File: config.mk
export PLATFORM = sky130hd
export DESIGN_NAME = window_shift_buffer
export DESIGN_NICKNAME = d
export VERILOG_FILES = /design/src/rtl/window_shift_buffer.sv
export SDC_FILE = /design/constraint.sdc
export NUM_CORES = 1
export LEC_CHECK = 0
export CORE_UTILIZATION = 47
export CTS_BUF_LIST = sky130_fd_sc_hd__clkbuf_8
export DETAILED_ROUTE_END_ITERATION = 6
export GPL_ROUTABILITY_DRIVEN = 0
export HOLD_SLACK_MARGIN = 0.06
export PLACE_DENSITY = 0.86
export SLEW_MARGIN = 30
export SYNTH_ARGS = -nofsm -noshare
export SYNTH_HDL_FRONTEND = slang
export SYNTH_SLANG_ARGS = --single-unit
File: constraint.sdc
create_clock -name clk -period 2.4 [get_ports clk]
set_input_delay 0.48 -clock clk [delete_from_list [all_inputs] [get_ports clk]]
set_output_delay 0.48 -clock clk [all_outputs]
set_load 0.03 [all_outputs]
File: src/rtl/window_shift_buffer.sv
// window_shift_buffer
// Parametrised tap delay line that presents TAPS consecutive samples in
// parallel, with valid/ready handshakes on both sides, fill tracking and a
// runtime stride that sets how many accepted samples separate two windows.
// Tap 0 holds the newest sample. Tap TAPS-1 holds the oldest sample.

module window_shift_buffer #(
    parameter int DATA_W = 8,
    parameter int TAPS   = 3,
    parameter int CNT_W  = $clog2(TAPS + 1)
) (
    input  logic                   clk,
    input  logic                   rst,
    input  logic                   clr,
    input  logic [CNT_W-1:0]       stride,
    input  logic                   in_valid,
    output logic                   in_ready,
    input  logic [DATA_W-1:0]      in_data,
    output logic                   out_valid,
    input  logic                   out_ready,
    output logic [TAPS*DATA_W-1:0] out_taps,
    output logic [CNT_W-1:0]       fill_cnt
);

    localparam logic [CNT_W-1:0] LP_TAPS    = CNT_W'(TAPS);
    localparam logic [CNT_W-1:0] LP_TAPS_M1 = CNT_W'(TAPS - 1);

    logic [DATA_W-1:0] r_taps [TAPS];
    logic [CNT_W-1:0]  r_fill;
    logic [CNT_W-1:0]  r_gap;
    logic              r_out_valid;

    logic              w_acc;
    logic              w_full;
    logic              w_emit;
    logic [CNT_W-1:0]  w_stride_eff;
    logic [CNT_W:0]    w_gap_inc;
    logic [CNT_W:0]    w_stride_ext;
    logic [CNT_W-1:0]  w_gap_next;

    // The input side stalls only while an unconsumed window is held, so a
    // consumer that is ready lets the next sample through in the same cycle.
    assign in_ready     = ~clr & (~r_out_valid | out_ready);
    assign w_acc        = in_valid & in_ready;
    assign w_full       = (r_fill == LP_TAPS);
    assign w_stride_eff = (stride == '0) ? CNT_W'(1) : stride;
    assign w_gap_inc    = {1'b0, r_gap} + (CNT_W + 1)'(1);
    assign w_stride_ext = {1'b0, w_stride_eff};

    // Decide whether this accepted shift completes a window and advance the
    // gap counter. A stride lowered below the running gap restarts the count.
    always_comb begin
        w_emit     = 1'b0;
        w_gap_next = r_gap;
        if (w_acc) begin
            if (!w_full) begin
                w_gap_next = '0;
                if (r_fill == LP_TAPS_M1) begin
                    w_emit = 1'b1;
                end
            end else if (w_gap_inc == w_stride_ext) begin
                w_emit     = 1'b1;
                w_gap_next = '0;
            end else if (w_gap_inc > w_stride_ext) begin
                w_gap_next = '0;
            end else begin
                w_gap_next = w_gap_inc[CNT_W-1:0];
            end
        end
    end

    // Shift register of samples: newest enters at tap 0 on every accept.
    always_ff @(posedge clk) begin
        if (rst | clr) begin
            for (int k = 0; k < TAPS; k++) begin
                r_taps[k] <= '0;
            end
        end else if (w_acc) begin
            r_taps[0] <= in_data;
            for (int k = 1; k < TAPS; k++) begin
                r_taps[k] <= r_taps[k-1];
            end
        end
    end

    // Fill count saturates once every tap holds a real sample.
    always_ff @(posedge clk) begin
        if (rst | clr) begin
            r_fill <= '0;
        end else if (w_acc && !w_full) begin
            r_fill <= r_fill + CNT_W'(1);
        end
    end

    // Gap counter register, next value decided above.
    always_ff @(posedge clk) begin
        if (rst | clr) begin
            r_gap <= '0;
        end else begin
            r_gap <= w_gap_next;
        end
    end

    // Window-valid flag: a fresh emit beats a consume in the same cycle.
    always_ff @(posedge clk) begin
        if (rst | clr) begin
            r_out_valid <= 1'b0;
        end else if (w_emit) begin
            r_out_valid <= 1'b1;
        end else if (r_out_valid && out_ready) begin
            r_out_valid <= 1'b0;
        end
    end

    // Flatten the tap array onto the parallel output bus.
    always_comb begin
        out_taps = '0;
        for (int k = 0; k < TAPS; k++) begin
            out_taps[k*DATA_W +: DATA_W] = r_taps[k];
        end
    end

    assign out_valid = r_out_valid;
    assign fill_cnt  = r_fill;

endmodule

==> out/metrics.cfg, run 1 <==
[outcome]
status = complete, no violations

[critical_path]
path_cells = clkdlybuf4s50_1 -> nand2b_4 -> and2b_2 -> clkdlybuf4s50_1
crit_buf_inv = 2
critical_path_peak_fanout = 2
critPathSlowestCell = clkdlybuf4s50_1
crit_family = buffers and inverters
r2r_cells = 4
worstPathRequired_ns = 1.92
reg2reg_slack_ns = 0.67
critical-path-max-stage-delay_ns = 0.65
critPathMostFrequentCell = clkdlybuf4s50_1
crit_path_end_kind = primary output
timing.rr.end = r_gap[1]$_SDFFE_PP0P_
r2r-start = r_gap[0]$_SDFFE_PP0P_
crit_arrival_ns = 1.84
criticalPathCategory = in2out
cp-start-kind = input pin

[sta]
fin_setup_tns_ns = 0
slew_headroom_pct = 75.1
setup_viol = 0
fmaxAchievable_ghz = 0.431
finalHoldViolCount = 0
worstMarginPinSlew_ns = 0.368
slew_violations = 0
skew_ns = 0.00558
fin_crit_sh_pct = 96.8
rsz0062_at_grt = false
hold_slack_ns = 0.549
period_needed_ns = 2.32

[finish]
seq_area_sq_um = 821
drive_above_1_share_pct = 27.3
multi_input_area_sq_um = 460
area_growth_pct = 39.2
nets = 158
diodes = 0
fillCellCount = 179

[place]
dp.final_hpwl_mm = 1.76
io_buffers = 42

[clock_tree]
cts_buffer_depth = 2
cts_tree = done
ctsResizeCount = 0
root_buffer = clkbuf_8
numCtsBuffers = 5
clock_latency_ns = 0.28
cts.htree.levels = 2
postCtsHoldBufs = 0
clk_pin_slew_worst_paths_ns = 0.06
clkSinkCount = 29
post_cts_buffers = 0

[routing]
drc = 0
drtPass1Iterations = 4
routed_wl_mm = 2.46
vias_per_cell = 5.15
drt.antenna.violating_nets = 0
vias = 871
dr.first_iter.drc_count = 18
detail_route.wl_per_cell_um = 14.6

[hold_path]
min_path_cells = 2
hp-start = r_gap[0]$_SDFFE_PP0P_
min_delay_worst_endpoint = r_gap[0]$_SDFFE_PP0P_
holdCritPathClass = reg2reg

[yosys]
syn_inst = 92
yosysWarnings = 0
yosys_register_bits = 29
synth_cell_types = 29
syn_nets = 112
syn-cell-area_sq_mm = 0.00134
ys_seq_area_share_pct = 61.3
synth_area_per_cell_sq_um = 14.6

[global_routing]
globalRouteOverflowTotal = 0
gr-usage-all-layers_pct = 17.5
grt_pass1_wl_mm = 4.01
antenna_found_initial = 0
grt_pass1_vias = 869
grt_max_degree = 25

[floorplanning]
die_w_um = 55.4
die-area_sq_mm = 0.00307
die_h_um = 55.4
start_util_pct = 51.7
io_pins = 43
num_rows = 18
core_sq_mm = 0.00259

[pwr]
max-vdd-ir-drop_mv = 0.593
p_leak_nw = 0.731
p_per_area_mw_per_mm2 = 595

[run]
maxCapViolCount = 0

==> flip-flops by register name, summed over array words and instances, names as in the netlist <==
register and flops:
r_taps 24, fill_cnt 2, r_gap 2, out_valid 1
==> synthesized netlist by cell type, drive strengths merged <==
library cell / number / share of area (%)
fa: 1 / 1.5
buf: 3 / 2.5
o311ai: 1 / 0.65
and2: 25 / 16
a31o: 1 / 0.65
nand2: 2 / 0.56
a31oi: 1 / 0.47
o21ai: 1 / 0.37
o22ai: 2 / 0.93
and3: 2 / 1.4
ha: 4 / 3.7
nor2: 1 / 0.84
edfxtp: 24 / 54
o21a: 1 / 0.56
nor2b: 2 / 0.93
and4: 1 / 0.65
nand2b: 3 / 2.0
nand4: 3 / 1.4
clkbuf: 2 / 0.65
inv: 4 / 1.1
a21boi: 1 / 0.56
nor4bb: 1 / 0.75
dfxtp: 5 / 7.5
and2b: 1 / 0.65
==> power by group <==
part	internal [W]	switching, W
logic	0.0000764	0.0000798
registers	0.000565	0.0000103
clock network	0.000195	0.000181
total	0.000836	0.000272
==> stage by stage <==
step / instance area (sq um) / setup slack [ns] / power (W) / utilization, % / std cells
after floorplan: 1340 / 0.530 / 0.000669 / - / 92
after global placement: 1780 / 0.0903 / 0.000737 / 68.8 / 161
after detailed placement: 1780 / 0.0758 / 0.000743 / 68.8 / 161
after CTS: 1860 / 0.0663 / 0.00112 / 71.9 / 169
after global routing: 1860 / 0.0384 / 0.00115 / 71.9 / 169
final: 1860 / 0.0775 / 0.00111 / 71.9 / 169
==> worst min-delay path, delay by kind of cell (launching register included) <==
kind / cells / cell delay [ns]
flops: 1 / 0.35
simple gates: 1 / 0.07
compound gates: 1 / 0.07
==> per-layer routing <==
metal  GRT usage [%]  part of all wire, %  vias to the layer above
li1                -                    -                      414
met1            19.9                   43                      416
met2            29.4                   50                       36
met3            6.32                  5.1                        5
met4            7.50                  1.7                        0
met5               0                    0                        -
==> how the worst max path moves through the flow <==
stage / start / endpoint / slack, ns / cells past startpoint
global route: out_ready / in_ready / 0.04 / 4
floorplan: out_ready / r_taps[0][0]$_SDFFCE_PN0P_ / 0.53 / 4
detailed placement: out_ready / in_ready / 0.08 / 4
CTS: out_ready / in_ready / 0.07 / 4
finish: out_ready / in_ready / 0.08 / 4
global placement: out_ready / in_ready / 0.09 / 4
==> area by class of cell <==
| cell class | count | area share [%] |
|---|---|---|
| Clock buffer | 5 | 3.69 |
| Clock inverter | 3 | 0.672 |
| Inverter | 4 | 0.806 |
| Multi-Input combinational cell | 54 | 24.7 |
| Sequential cell | 29 | 44.1 |
| Tap cell | 30 | 2.01 |
| Timing Repair Buffer | 44 | 24.0 |
==> logic make-up (layout without fill, tap and decap cells) <==
logic type / count (synthesis) / in the layout / share of synthesized area (%)
adder cells (fa/ha/maj): 5 / 5 / 5.23
buffers and inverters: 9 / 56 / 4.30
AND/OR/NAND/NOR: 41 / 41 / 25.0
flip-flops: 29 / 29 / 61.3
AO/OA/AOI/OAI: 8 / 8 / 4.21
==> layout by cell type, fill, tap and decap left out, drive strengths merged, types with 2 or more instances in the layout <==
master	n
and2	25
and3	2
buf	2
clkbuf	5
clkdlybuf4s50	42
clkinv	3
dfxtp	5
edfxtp	24
ha	4
inv	4
nand2	2
nand2b	3
nand4	3
nor2b	2
o22ai	2
(Power assumes the default switching activity.)
==> run 2: changes to the inputs <==
Settings changed: ABC_AREA set to 1, CORE_UTILIZATION 47 to 49, PLACE_DENSITY 0.86 to 0.87, SETUP_SLACK_MARGIN set to 0.02.
==> run 2 against run 1 <==
Compared with the run above:
- the flow now finishes with violations (design-rule violations)
- via count grew 11%
- cell count grew 26%
- critical path depth grew 2
- maximum frequency grew 17%
- sequential share of layout area shrank 3.7 points
- utilization is essentially flat
- critical path type unchanged
- critical endpoint unchanged
- largest cell class unchanged
- highest routed layer unchanged
==> out/metrics.cfg, run 2 <==
[outcome]
status = complete, but fails checks
violations = design-rule violations

[finish]
layout_common_cells = clkdlybuf4s50_1 (41), inv_1 (37), edfxtp_1 (24), nor2_4 (21), nand2_1 (11)
area_growth_pct = 36.7
drive_above_1_share_pct = 18.7  ; -8.7 points
top_register = r_taps
fin_cells = 213  ; +26%
fillCellCount = 205  ; +15%
diodes = 0  ; unchanged
largest_register_ffs = 24  ; unchanged
layout_commonest_cell = clkdlybuf4s50_1
nets = 201  ; +27%

[routing]
drc = 8  ; +8
detail_route.wl_per_cell_um = 11.3  ; -22%
drt.antenna.violating_nets = 0  ; unchanged
vias_per_cell = 4.54  ; -12%
vias = 968  ; +11%
routed_wl_mm = 2.42  ; -1.7%
drtPass1Iterations = 6  ; +2
dr.first_iter.drc_count = 34  ; +16

[critical_path]
critical_path_peak_fanout = 4  ; +2
criticalPathCategory = in2out
crit_arrival_ns = 1.51  ; -0.33 ns
crit_path_end_kind = primary output
worstPathRequired_ns = 1.92  ; about the same
cp-start-kind = input pin

[sta]
setup_viol = 0  ; unchanged
skew_ns = 0.00445  ; -0.00113 ns
rsz0062_at_grt = false
worstMarginPinSlew_ns = 0.355  ; -0.0126 ns
slew_violations = 0  ; unchanged
slew_headroom_pct = 76.3  ; +1.2 points
finalHoldViolCount = 0  ; unchanged
fin_crit_sh_pct = 82.7  ; -14 points
fin_setup_tns_ns = 0  ; unchanged
fmaxAchievable_ghz = 0.504  ; +17%
period_needed_ns = 1.99  ; -0.337 ns

[floorplanning]
start_util_pct = 52.6  ; +0.94 points
io_pins = 43  ; unchanged
core_sq_mm = 0.00283  ; +9.2%
num_rows = 19  ; +1
die_h_um = 57.1  ; +3.2%
die-area_sq_mm = 0.00326  ; +6.4%
die_w_um = 57.1  ; +3.2%

[yosys]
syn-cell-area_sq_mm = 0.00149  ; +11%
syn_nets = 152  ; +36%
synth_area_per_cell_sq_um = 11.3  ; -22%
ys_top_cells_by_count = inv_1 (37), edfxtp_1 (24), nor2_4 (21)
synth.most_common_cell = inv_1
ys_seq_area_share_pct = 55.1  ; -6.2 points
syn_inst = 132  ; +43%
netlist_top_cells_area = edfxtp_1 (48%), nor2_4 (16%), inv_1 (9.3%)
synth_top_cell_area_share_pct = 48.4  ; -5.4 points
yosysWarnings = 0  ; unchanged
yosysTopAreaCell = edfxtp_1
ys.flop_type = edfxtp_1
yosys_register_bits = 29  ; unchanged
synth_cell_types = 17  ; -41%
synthArstFlopShare_pct = 0  ; unchanged
synth_edf_count = 24  ; unchanged

[clock_tree]
clk_pin_slew_worst_paths_ns = 0.06  ; about the same
cts.htree.levels = 2  ; unchanged
clock_latency_ns = 0.27  ; about the same
clkSinkCount = 29  ; unchanged
numCtsBuffers = 5  ; unchanged
root_buffer = clkbuf_8
cts_buffer_depth = 2  ; unchanged
cts_tree = done

[pwr]
pwr-share-seq_pct = 50.8  ; -1.2 points
max-vdd-ir-drop_mv = 0.407  ; -31%
p_per_area_mw_per_mm2 = 562  ; -5.6%
p_sw_share_pct = 26.1  ; +1.6 points
p_leak_nw = 0.820  ; +12%
clkPwrFrac_pct = 32.1  ; -1.8 points
p_comb_share_pct = 17.1  ; +3.0 points
p_sw_w = 0.000298  ; +9.7%
p_int_w = 0.000845  ; +1.1%

[global_routing]
gr-usage-all-layers_pct = 16.2  ; -1.3 points
grt_pass1_vias = 903  ; +3.9%
grt_pass1_wl_mm = 3.88  ; -3.1%
grt_max_degree = 25  ; unchanged
globalRouteOverflowTotal = 0  ; unchanged
antenna_found_initial = 0  ; unchanged

[run]
maxCapViolCount = 0  ; unchanged

[hold_path]
holdCritPathClass = reg2reg

[place]
dp.final_hpwl_mm = 1.85  ; +5.0%
place_inst = 205  ; +27%
io_buffers = 42  ; unchanged

-- run 2: cell types whose count changed in the layout (fill, tap and decap cells not counted), sizes merged, moves of 3 or more --
cell and delta:
nand2 +10, nand3 +8, nor2 +30, and2 -25, nand2b -3, inv +35
a21oi +3
-- run 2: cells by family after synthesis --
| group | synth area share (%) |
|---|---|
| AOI/OAI and AO/OA | 1.01 |
| adders and majority gates | 4.71 |
| buffers and inverters | 12.8 |
| DFF | 55.1 |
| and+or+nand+nor | 26.4 |
-- run 2: critical path: stages --
cell and delay (ns):
clkdlybuf4s50_1 0.47, inv_1 0.07, nand2_4 0.08, nand2_1 0.07
inv_1 0.06, dlymetal6s2s_1 0.28
-- run 2: per-layer routing --
| layer | routed length, um | vias up | global-route usage [%] |
|---|---|---|---|
| met3 | 135 | 5 | 4.99 |
| met5 | 0 | - | 0 |
| met1 | 995 | 438 | 18.1 |
| li1 | - | 495 | - |
| met4 | 35 | 0 | 7.32 |
| met2 | 1250 | 30 | 28.4 |
-- run 2: metrics by stage --
step	utilization, %	hold WS, ns	setup slack [ns]	area (sq um)	total power (W)
2_1_floorplan	-	0.465	0.783	1490	0.000705
3_3_place_gp	69.0	0.479	0.0746	1950	0.000783
3_5_place_dp	69.0	0.509	0.0381	1950	0.000789
4_1_cts	71.9	0.517	0.0248	2030	0.00115
5_1_grt	72.0	0.544	0.355	2040	0.00119
6_report	72.0	0.511	0.414	2040	0.00114
-- run 2: layout make-up --
type / count / area [sq um] / area share, %
inverters: 39 / 146 / 7.19
clock inverters: 3 / 12.5 / 0.615
repair buffers: 45 / 470 / 23.1
clock buffers: 5 / 68.8 / 3.38
flip-flops and latches: 29 / 821 / 40.3
well taps: 31 / 38.8 / 1.91
multi-input cells: 61 / 478 / 23.5
-- run 2: repair_timing --
item / CTS / global route
gates resized for setup: 0 / 1
hold buffers: 0 / 0
setup buffers: 0 / 0
setup endpoints to repair: 0 / 1
-- run 2: worst paths after layout --
kind	startpoint	cells past startpoint	slack (ns)	to
min	r_gap[1]$_SDFFE_PP0P_	2	0.51	r_gap[1]$_SDFFE_PP0P_
min reg2reg	r_gap[1]$_SDFFE_PP0P_	2	0.51	r_gap[1]$_SDFFE_PP0P_
max	out_ready	6	0.41	in_ready
max reg2reg	r_gap[0]$_SDFFE_PP0P_	8	0.84	r_gap[1]$_SDFFE_PP0P_
-- run 2: power by group through the flow --
stage	Clock, W	Combinational [W]	Sequential (W)
floorplan	0	0.0000635	0.000642
global placement	0	0.000192	0.000590
detailed placement	0	0.000197	0.000592
CTS	0.000375	0.000198	0.000581
global route	0.000395	0.000206	0.000584
finish	0.000366	0.000196	0.000581
==> run 3: changes to the inputs <==
Settings changed: CORE_UTILIZATION 49 to 44, PLACE_DENSITY 0.87 to 0.83.
Clock period 2.4 ns to 1.8 ns, I/O delays scaled along.
==> run 3 against run 2 <==
Compared with the run above:
- sequential power rose by 33%
- combinational power up 38%
- clock power up 31%
- die area grew 11%
- largest cell class unchanged
- setup slack lost 0.35 ns
- critical endpoint is now out_valid
- clock-buffer cell count unchanged
- the run now ends clean
==> out/metrics.cfg, run 3 (same netlist as run 2, synthesis figures left out) <==
[outcome]
status = complete, no violations

[place]
dp.final_hpwl_mm = 1.98  ; +7.1%
place_area_sq_mm = 0.00201  ; +2.8%
io_buffers = 42  ; unchanged

[global_routing]
gr-usage-all-layers_pct = 16.4  ; +0.16 points
grt_pass1_vias = 1042  ; +15%
grt_max_degree = 25  ; unchanged
antenna_found_initial = 0  ; unchanged
grt_pass1_wl_mm = 4.15  ; +6.7%
globalRouteOverflowTotal = 0  ; unchanged

[pwr]
clkPwrFrac_pct = 31.4  ; -0.7 points
p_sw_share_pct = 25.9  ; -0.21 points
p_leak_nw = 0.833  ; +1.6%
p_per_area_mw_per_mm2 = 731  ; +30%
pwr-share-seq_pct = 50.8  ; about the same
p_int_w = 0.00113  ; +34%
p_comb_share_pct = 17.7  ; +0.6 points
max-vdd-ir-drop_mv = 0.386  ; -5.2%
finalPower_w = 0.00152  ; +33%
p_sw_w = 0.000394  ; +32%

[critical_path]
critical_path_peak_fanout = 2  ; -2
cp-start-kind = flip-flop
worstPathRequired_ns = 1.44  ; -0.48 ns
crit_family = buffers and inverters
path_cells = clkdlybuf4s50_1
critical-path-max-stage-delay_ns = 0.70  ; +0.23 ns
crit_buf_inv = 1  ; -3
crit_arrival_ns = 1.37  ; -0.14 ns
critPathSlowestCell = clkdlybuf4s50_1
crit_path_end_kind = primary output
criticalPathCategory = reg2out

[floorplanning]
die_h_um = 60.2  ; +5.3%
die_w_um = 60.2  ; +5.3%
num_rows = 20  ; +1
start_util_pct = 47.6  ; -5.0 points
io_pins = 43  ; unchanged
die-area_sq_mm = 0.00362  ; +11%
core_sq_mm = 0.00313  ; +11%

[finish]
diodes = 0  ; unchanged
top_register = r_taps
layout_common_cells = clkdlybuf4s50_1 (41), inv_1 (38), edfxtp_1 (24), nor2_4 (21), nand2_1 (11)
layout_commonest_cell = clkdlybuf4s50_1
final_cell_area_sq_mm = 0.00208  ; +2.3%
drive_above_1_share_pct = 19.7  ; +0.99 points
nets = 203  ; +1.0%
area_growth_pct = 39.8
fin_util_pct = 66.6  ; -5.4 points
largest_register_ffs = 24  ; unchanged

[clock_tree]
post_cts_buffers = 0  ; unchanged
cts_tree = done
clk_pin_slew_worst_paths_ns = 0.06  ; about the same
clkSinkCount = 29  ; unchanged
root_buffer = clkbuf_8
clock_latency_ns = 0.28  ; about the same
ctsResizeCount = 0  ; unchanged
numCtsBuffers = 5  ; unchanged
cts.htree.levels = 2  ; unchanged
postCtsHoldBufs = 0  ; unchanged
cts_buffer_depth = 2  ; unchanged

[sta]
finalHoldViolCount = 0  ; unchanged
rsz0062_at_grt = false
fmaxAchievable_ghz = 0.577
worstMarginPinSlew_ns = 0.326  ; -0.0290 ns
period_needed_ns = 1.73
slew_violations = 0  ; unchanged
slew_headroom_pct = 78.2  ; +1.9 points
skew_ns = 0.00279  ; -0.00166 ns
setup_viol = 0  ; unchanged
fin_crit_sh_pct = 96.2

[routing]
drc = 0  ; -8
routed_wl_mm = 2.51  ; +3.8%
drt.antenna.violating_nets = 0  ; unchanged
drtPass1Iterations = 5  ; -1
dr.first_iter.drc_count = 15  ; -56%
vias = 1027  ; +6.1%
detail_route.wl_per_cell_um = 11.0  ; -2.6%
vias_per_cell = 4.52  ; -0.45%

[hold_path]
holdCritPathClass = reg2reg

[run]
maxCapViolCount = 0  ; unchanged

==> run 3: cell types whose count changed in the layout (fill, tap and decap cells not counted), sizes merged <==
| cell | change |
|---|---|
| buf | +3 |
| clkinv | -2 |
| dlymetal6s2s | -1 |
| inv | +1 |
==> run 3: stage by stage <==
step                      setup slack [ns]  cells  setup TNS, ns  hold slack [ns]
final                               0.0677    227              0            0.520
after floorplan                      0.223    132              0            0.465
after detailed placement            -0.107    220         -0.202            0.499
after global routing                0.0267    227              0            0.551
after global placement              0.0306    220              0            0.481
after CTS                           0.0567    227              0            0.511
==> run 3: worst paths after layout <==
check	from	to	slack, ns	cells after the start
worst max register to register	r_gap[0]$_SDFFE_PP0P_	r_gap[1]$_SDFFE_PP0P_	0.18	8
worst max-delay path	out_valid$_SDFFE_PP0P_	out_valid	0.07	1
worst min register to register	fill_cnt[1]$_SDFFE_PP0P_	fill_cnt[1]$_SDFFE_PP0P_	0.52	2
worst min-delay path	fill_cnt[1]$_SDFFE_PP0P_	fill_cnt[1]$_SDFFE_PP0P_	0.52	2
==> run 3: layout make-up <==
type                       count  area, sq um
timing repair buffer          47          505
tap                           44         55.1
clock inverter                 2         7.51
clock buffer                   5         68.8
sequential                    29          821
multi-input combinational     61          478
inverter                      39          146
fill                         257         1050
==> run 3: power groups by stage <==
stage	sequential (W)	clock [W]	combinational, W
after floorplan	0.000856	0	0.0000847
after global placement	0.000787	0	0.000265
after detailed placement	0.000789	0	0.000272
after CTS	0.000775	0.000496	0.000272
after global routing	0.000778	0.000527	0.000284
final	0.000774	0.000479	0.000270
==> run 3: per-layer routing <==
layer  vias up  track usage [%]  routed length [um]
met3         7             7.58                 187
met1       477             15.6                 952
li1        499                -                   -
met5         -                0                   0
met4         0             8.97                  58
met2        44             28.7                1310
